===== src/rtl/mem_arb_pkg.sv =====
// Shared types for the fetch/data memory port arbiter.
// FSM states and transaction owner encoding.
package mem_arb_pkg;

   typedef enum logic [1:0] {
      IDLE,
      REQ,
      RESP
   } state_t;

   typedef enum logic {
      OWN_DATA,
      OWN_FETCH
   } owner_t;

endpackage


===== src/rtl/mem_arb_pick.sv =====
// Priority pick between data and fetch ports.
// Data wins unless fetch has been starved STARVE_LIMIT times in a row.
module mem_arb_pick
   import mem_arb_pkg::*;
#(
   parameter int STARVE_LIMIT = 4
) (
   input  logic clk,
   input  logic rst,
   input  logic arb_en,
   input  logic if_req,
   input  logic if_flush,
   input  logic dm_req,
   output logic pick_valid,
   output logic pick_fetch
);

   localparam int CW = $clog2(STARVE_LIMIT + 1);
   localparam logic [CW-1:0] LIM = CW'(STARVE_LIMIT);

   logic [CW-1:0] starve_cnt;
   logic          fetch_ok;
   logic          force_f;

   // a flushed fetch is not a candidate this cycle
   always_comb begin
      fetch_ok   = if_req & ~if_flush;
      force_f    = fetch_ok & (starve_cnt == LIM);
      pick_valid = dm_req | fetch_ok;
      pick_fetch = force_f | (fetch_ok & ~dm_req);
   end

   always_ff @(posedge clk) begin
      if (rst) begin
         starve_cnt <= '0;
      end else if (arb_en) begin
         if (!if_req) begin
            starve_cnt <= '0;
         end else if (pick_valid) begin
            if (pick_fetch)
               starve_cnt <= '0;
            else if (starve_cnt != LIM)
               starve_cnt <= starve_cnt + 1'b1;
         end
      end
   end

endmodule


===== src/rtl/mem_port_arbiter.sv =====
// Shares one variable-latency memory between fetch and load/store.
// One outstanding transaction, req/gnt/rvalid toward memory.
module mem_port_arbiter
   import mem_arb_pkg::*;
#(
   parameter int WIDTH        = 32,
   parameter int STARVE_LIMIT = 4
) (
   input  logic             clk,
   input  logic             rst,
   input  logic             if_req,
   input  logic [WIDTH-1:0] if_addr,
   input  logic             if_flush,
   output logic [WIDTH-1:0] if_rdata,
   output logic             if_valid,
   input  logic             dm_req,
   input  logic             dm_we,
   input  logic [WIDTH-1:0] dm_addr,
   input  logic [WIDTH-1:0] dm_wdata,
   output logic [WIDTH-1:0] dm_rdata,
   output logic             dm_valid,
   output logic             stall_f,
   output logic             stall_m,
   output logic             mem_req,
   output logic             mem_we,
   output logic [WIDTH-1:0] mem_addr,
   output logic [WIDTH-1:0] mem_wdata,
   input  logic             mem_gnt,
   input  logic             mem_rvalid,
   input  logic [WIDTH-1:0] mem_rdata,
   output logic             protocol_err
);

   state_t state;
   owner_t owner;
   logic   discard;
   logic   pick_valid;
   logic   pick_fetch;
   logic   own_f;
   logic   resp_hit;

   mem_arb_pick #(
      .STARVE_LIMIT(STARVE_LIMIT)
   ) u_pick (
      .clk       (clk),
      .rst       (rst),
      .arb_en    (state == IDLE),
      .if_req    (if_req),
      .if_flush  (if_flush),
      .dm_req    (dm_req),
      .pick_valid(pick_valid),
      .pick_fetch(pick_fetch)
   );

   // reset masks a response arriving in the same cycle
   always_comb begin
      own_f    = (owner == OWN_FETCH);
      resp_hit = ~rst & (state == RESP) & mem_rvalid;
      dm_valid = resp_hit & ~own_f;
      if_valid = resp_hit & own_f & ~discard & ~if_flush;
      if_rdata = mem_rdata;
      dm_rdata = mem_rdata;
      stall_f  = if_req & ~if_valid & ~if_flush;
      stall_m  = dm_req & ~dm_valid;
   end

   always_ff @(posedge clk) begin
      if (rst) begin
         state        <= IDLE;
         owner        <= OWN_DATA;
         discard      <= 1'b0;
         mem_req      <= 1'b0;
         mem_we       <= 1'b0;
         mem_addr     <= '0;
         mem_wdata    <= '0;
         protocol_err <= 1'b0;
      end else begin
         if (mem_rvalid && state != RESP)
            protocol_err <= 1'b1;
         unique case (state)
            IDLE: begin
               if (pick_valid) begin
                  state   <= REQ;
                  discard <= 1'b0;
                  mem_req <= 1'b1;
                  if (pick_fetch) begin
                     owner     <= OWN_FETCH;
                     mem_we    <= 1'b0;
                     mem_addr  <= if_addr;
                     mem_wdata <= '0;
                  end else begin
                     owner     <= OWN_DATA;
                     mem_we    <= dm_we;
                     mem_addr  <= dm_addr;
                     mem_wdata <= dm_wdata;
                  end
               end
            end
            REQ: begin
               if (own_f && if_flush && !mem_gnt) begin
                  state   <= IDLE;
                  mem_req <= 1'b0;
                  mem_we  <= 1'b0;
               end else if (mem_gnt) begin
                  state   <= RESP;
                  mem_req <= 1'b0;
                  mem_we  <= 1'b0;
                  if (own_f && if_flush)
                     discard <= 1'b1;
               end
            end
            RESP: begin
               if (own_f && if_flush)
                  discard <= 1'b1;
               if (mem_rvalid) begin
                  state   <= IDLE;
                  discard <= 1'b0;
               end
            end
            default: state <= IDLE;
         endcase
      end
   end

endmodule

===== config.mk =====
export PLATFORM = sky130hd
export DESIGN_NAME = mem_port_arbiter
export DESIGN_NICKNAME = d
export VERILOG_FILES = /design/src/rtl/mem_arb_pkg.sv /design/src/rtl/mem_arb_pick.sv /design/src/rtl/mem_port_arbiter.sv
export SDC_FILE = /design/constraint.sdc
export NUM_CORES = 1
export LEC_CHECK = 0
export ABC_AREA = 1
export BUFFER_PORTS_ARGS = -buffer_cell sky130_fd_sc_hd__buf_4
export CAP_MARGIN = 40
export CORE_AREA = 2 2 106 108
export CTS_BUF_LIST = sky130_fd_sc_hd__clkbuf_4 sky130_fd_sc_hd__clkbuf_8 sky130_fd_sc_hd__clkbuf_16
export DETAILED_ROUTE_END_ITERATION = 8
export DIE_AREA = 0 0 108 110
export PLACE_DENSITY = 0.73
export SETUP_SLACK_MARGIN = 0.02
export SYNTH_ARGS = -nofsm -noshare
export SYNTH_HDL_FRONTEND = slang
export SYNTH_SLANG_ARGS = --single-unit

===== constraint.sdc =====
create_clock -name clk -period 2.2 [get_ports clk]
set_input_delay 0.55 -clock clk [delete_from_list [all_inputs] [get_ports clk]]
set_output_delay 0.55 -clock clk [all_outputs]
set_load 0.005 [all_outputs]

==> flow_summary.toml <==
[timing]
setup_viol = 0
slew_headroom_pct = 71.7
fin_setup_tns_ns = 0
rsz0062_at_grt = "false"
hold_viol_final = 0
worst_pin_slew_ns = 0.424
timing.hold.ws_ns = 0.466
fin_skew_ns = 0.0124
post-route-min-period_ns = 2.02
finalWorstSetupSlack_ns = 0.178
max_clock_freq_mhz = 495
final_max_slew_viol_count = 0
post-route-period-util_pct = 91.9

[run]
drv_cap = 0

[yosys]
ys_seq_area_share_pct = 37.4
yosysTopAreaCell = "dfxtp_1"
synth.distinct_cells = 26
synthTopCellsByArea = "dfxtp_1 37%, nand2_1 18%, buf_4 12%, nor2_1 5.1%, a21oi_1 5.1%"
synth-seq-cells = 74
synth-xor-area-share_pct = 0
synthSimpleGateAreaFrac_pct = 33.1
synth_top_family_by_area = "simple AND/OR/NAND/NOR gates"
syn-num-nets = 721
syn_inst = 579
syn_avg_cell_area_um2 = 6.84
syn_area_um2 = 3960
synth_adder_area_share_pct = 1.90
yosysWarnings = 0
synth-compound-area-share_pct = 5.78
synth_top_area_share_pct = 37.4
synthMuxAreaShare_pct = 0

[setup_path]
path_buf_inv = 3
path_cells = "inv_1 > ha_1 > inv_1 > nor3_2 > nand3_1 > nor2_1 > buf_4"
crit_path_max_incr_delay_ns = 0.33
path_class = "flip-flop to primary output"
cp-start-kind = "flip-flop"
endpoint_kind = "primary output"
worstPathMaxFanout = 3
crit_arrival_ns = 1.47
crit_family = "flip-flops"
cp_data_required_time_ns = 1.65
cp_common_cell = "inv_1"
cp_slowest_cell = "dfxtp_1"

[grt]
grt_overflow = 0
grt_usage_pct = 16.1
grt_pass1_wl_um = 15200
grt_pass1_vias = 3290
antenna_found_initial = 0
grt_max_degree = 53

[clocking]
cts_buffers = 9
cts_tree = "built"
clkTransAtPathRegs_ns = 0.09
h-tree-depth = 3
clockRootBuffer = "clkbuf_8"
clock-sinks = 74
cts_buffer_depth = 2
insertion_delay_ns = 0.34

[pwr]
p_leak_nw = 2.65
total_power_mw = 5.34
power-per-cell-area_nw_per_um2 = 1060
vdd_ir_drop_max_v = 0.000427

[floorplanning]
core_area_um2 = 10700
dieArea_um2 = 11900
die_w_um = 108
die-height_um = 110
num_io_pins = 271
rows = 38
start_util_pct = 37.0

[drt]
dr.pass1.iters = 4
wl_per_cell_um = 12.2
wirelength_um = 10100
drtIter0Drc = 242
vias_per_cell = 4.51
drc = 0
ant_nets = 0
vias = 3713

[place]
pre_cts_slack_ns = 0.355
globalplace.congestion = 0.831
dp_hpwl_um = 7440
place_inst = 808
io_buffer_count = 174

[layout]
layout-drive-gt1-share_pct = 33.5
final_cells = 824
syn2layout_area_growth_pct = 27.5
diodes = 0
nets = 821

[status]
outcome = "completed"

[min_path]
holdCritPathClass = "input port to flip-flop"
-- per-layer routing --
layer	vias up	track usage [%]	share of wire [%]	routed length (um)
li1	1894	-	-	-
met1	1625	19.3	41	4120
met2	161	26.4	48	4800
met3	33	4.59	8.7	874
met4	0	8.24	2.5	256
met5	-	0	0	0
-- cell usage after synthesis --
cell / count
nor2_4: 1
nand2_1: 188
a31oi_1: 1
nand3_1: 40
nor2_1: 54
buf_1: 1
inv_2: 4
nand4_1: 1
inv_1: 47
buf_8: 2
buf_6: 6
nor3_1: 1
o21ai_0: 2
nand2_8: 1
nor4_1: 1
clkbuf_1: 7
nand2_4: 1
ha_1: 6
a21boi_0: 1
a21oi_1: 40
buf_2: 11
dfxtp_1: 74
o21ai_1: 1
buf_4: 65
nand2_2: 2
nor2_2: 21
-- state kept, by name, summed over array words and instances, names as in the netlist --
register / cells
discard: 1
mem_addr: 32
mem_req: 1
mem_wdata: 32
mem_we: 1
own_f: 1
protocol_err: 1
state: 2
u_pick.starve_cnt: 3
-- power by group --
group | leakage (nW) | total [mW] | switching (mW) | internal, mW
clock network | 0.0962 | 1.07 | 0.537 | 0.532
registers | 0.610 | 1.96 | 0.235 | 1.72
logic | 1.95 | 2.31 | 1.25 | 1.06
-- area by class of cell --
cell class              count  area, um2
clock buffers               9        124
clock inverters             7       76.3
fillers                  1084       5650
inverters                  51        191
multi-input cells         362       1630
flip-flops and latches     74       1480
well taps                 140        175
repair buffers            181       1370
-- path summary, 6_finish.rpt --
check	from	end	slack, ns	depth (start not counted)
hold reg to reg	mem_wdata[12]	mem_wdata[12]	0.47	2
setup / recovery	state[0]	if_valid	0.18	7
setup reg to reg	state[0]	mem_addr[19]	0.37	8
hold / removal	dm_wdata[5]	mem_wdata[5]	0.47	3
-- cells by family after synthesis --
group / count (synthesis)
AOI/OAI and AO/OA: 45
buffers and inverters: 143
adders and majority gates: 6
and+or+nand+nor: 311
DFF: 74
-- layout by cell type (no fill, tap or decap) --
master	n
o21ai_0	2
clkinvlp_4	2
nand2_1	188
nand2_4	1
clkinv_4	1
inv_6	2
nor4_2	1
o21ai_1	1
buf_12	1
inv_1	47
nor2_2	21
a21oi_1	40
buf_4	180
clkbuf_8	9
nand3_1	40
nor3_2	1
inv_2	4
nand2_2	2
nand2_8	1
nand4_1	1
ha_1	6
a31oi_1	1
clkinv_2	1
nor2_4	1
a21boi_0	1
dfxtp_1	74
bufinv_16	1
nor2_1	54
-- what timing repair did --
item	CTS	global route
buffers inserted	0	0
gates resized for setup	0	2
hold buffers	0	0
setup endpoints to repair	0	3
-- worst register-to-register path, cell delays in order, from the launching register on --
cell and delay, ns:
dfxtp_1 0.33, inv_1 0.10, ha_1 0.42, nand2_8 0.21, inv_2 0.14, buf_12 0.26
nand3_1 0.17, nand2_1 0.08, inv_1 0.03
-- through the flow --
step                      area, um2  utilization [%]
after floorplan                3960                -
after CTS                      5040             47.1
after global routing           5050             47.2
after global placement         4840             45.2
final                          5050             47.2
after detailed placement       4840             45.2
Power figures use the tool's default switching activity.
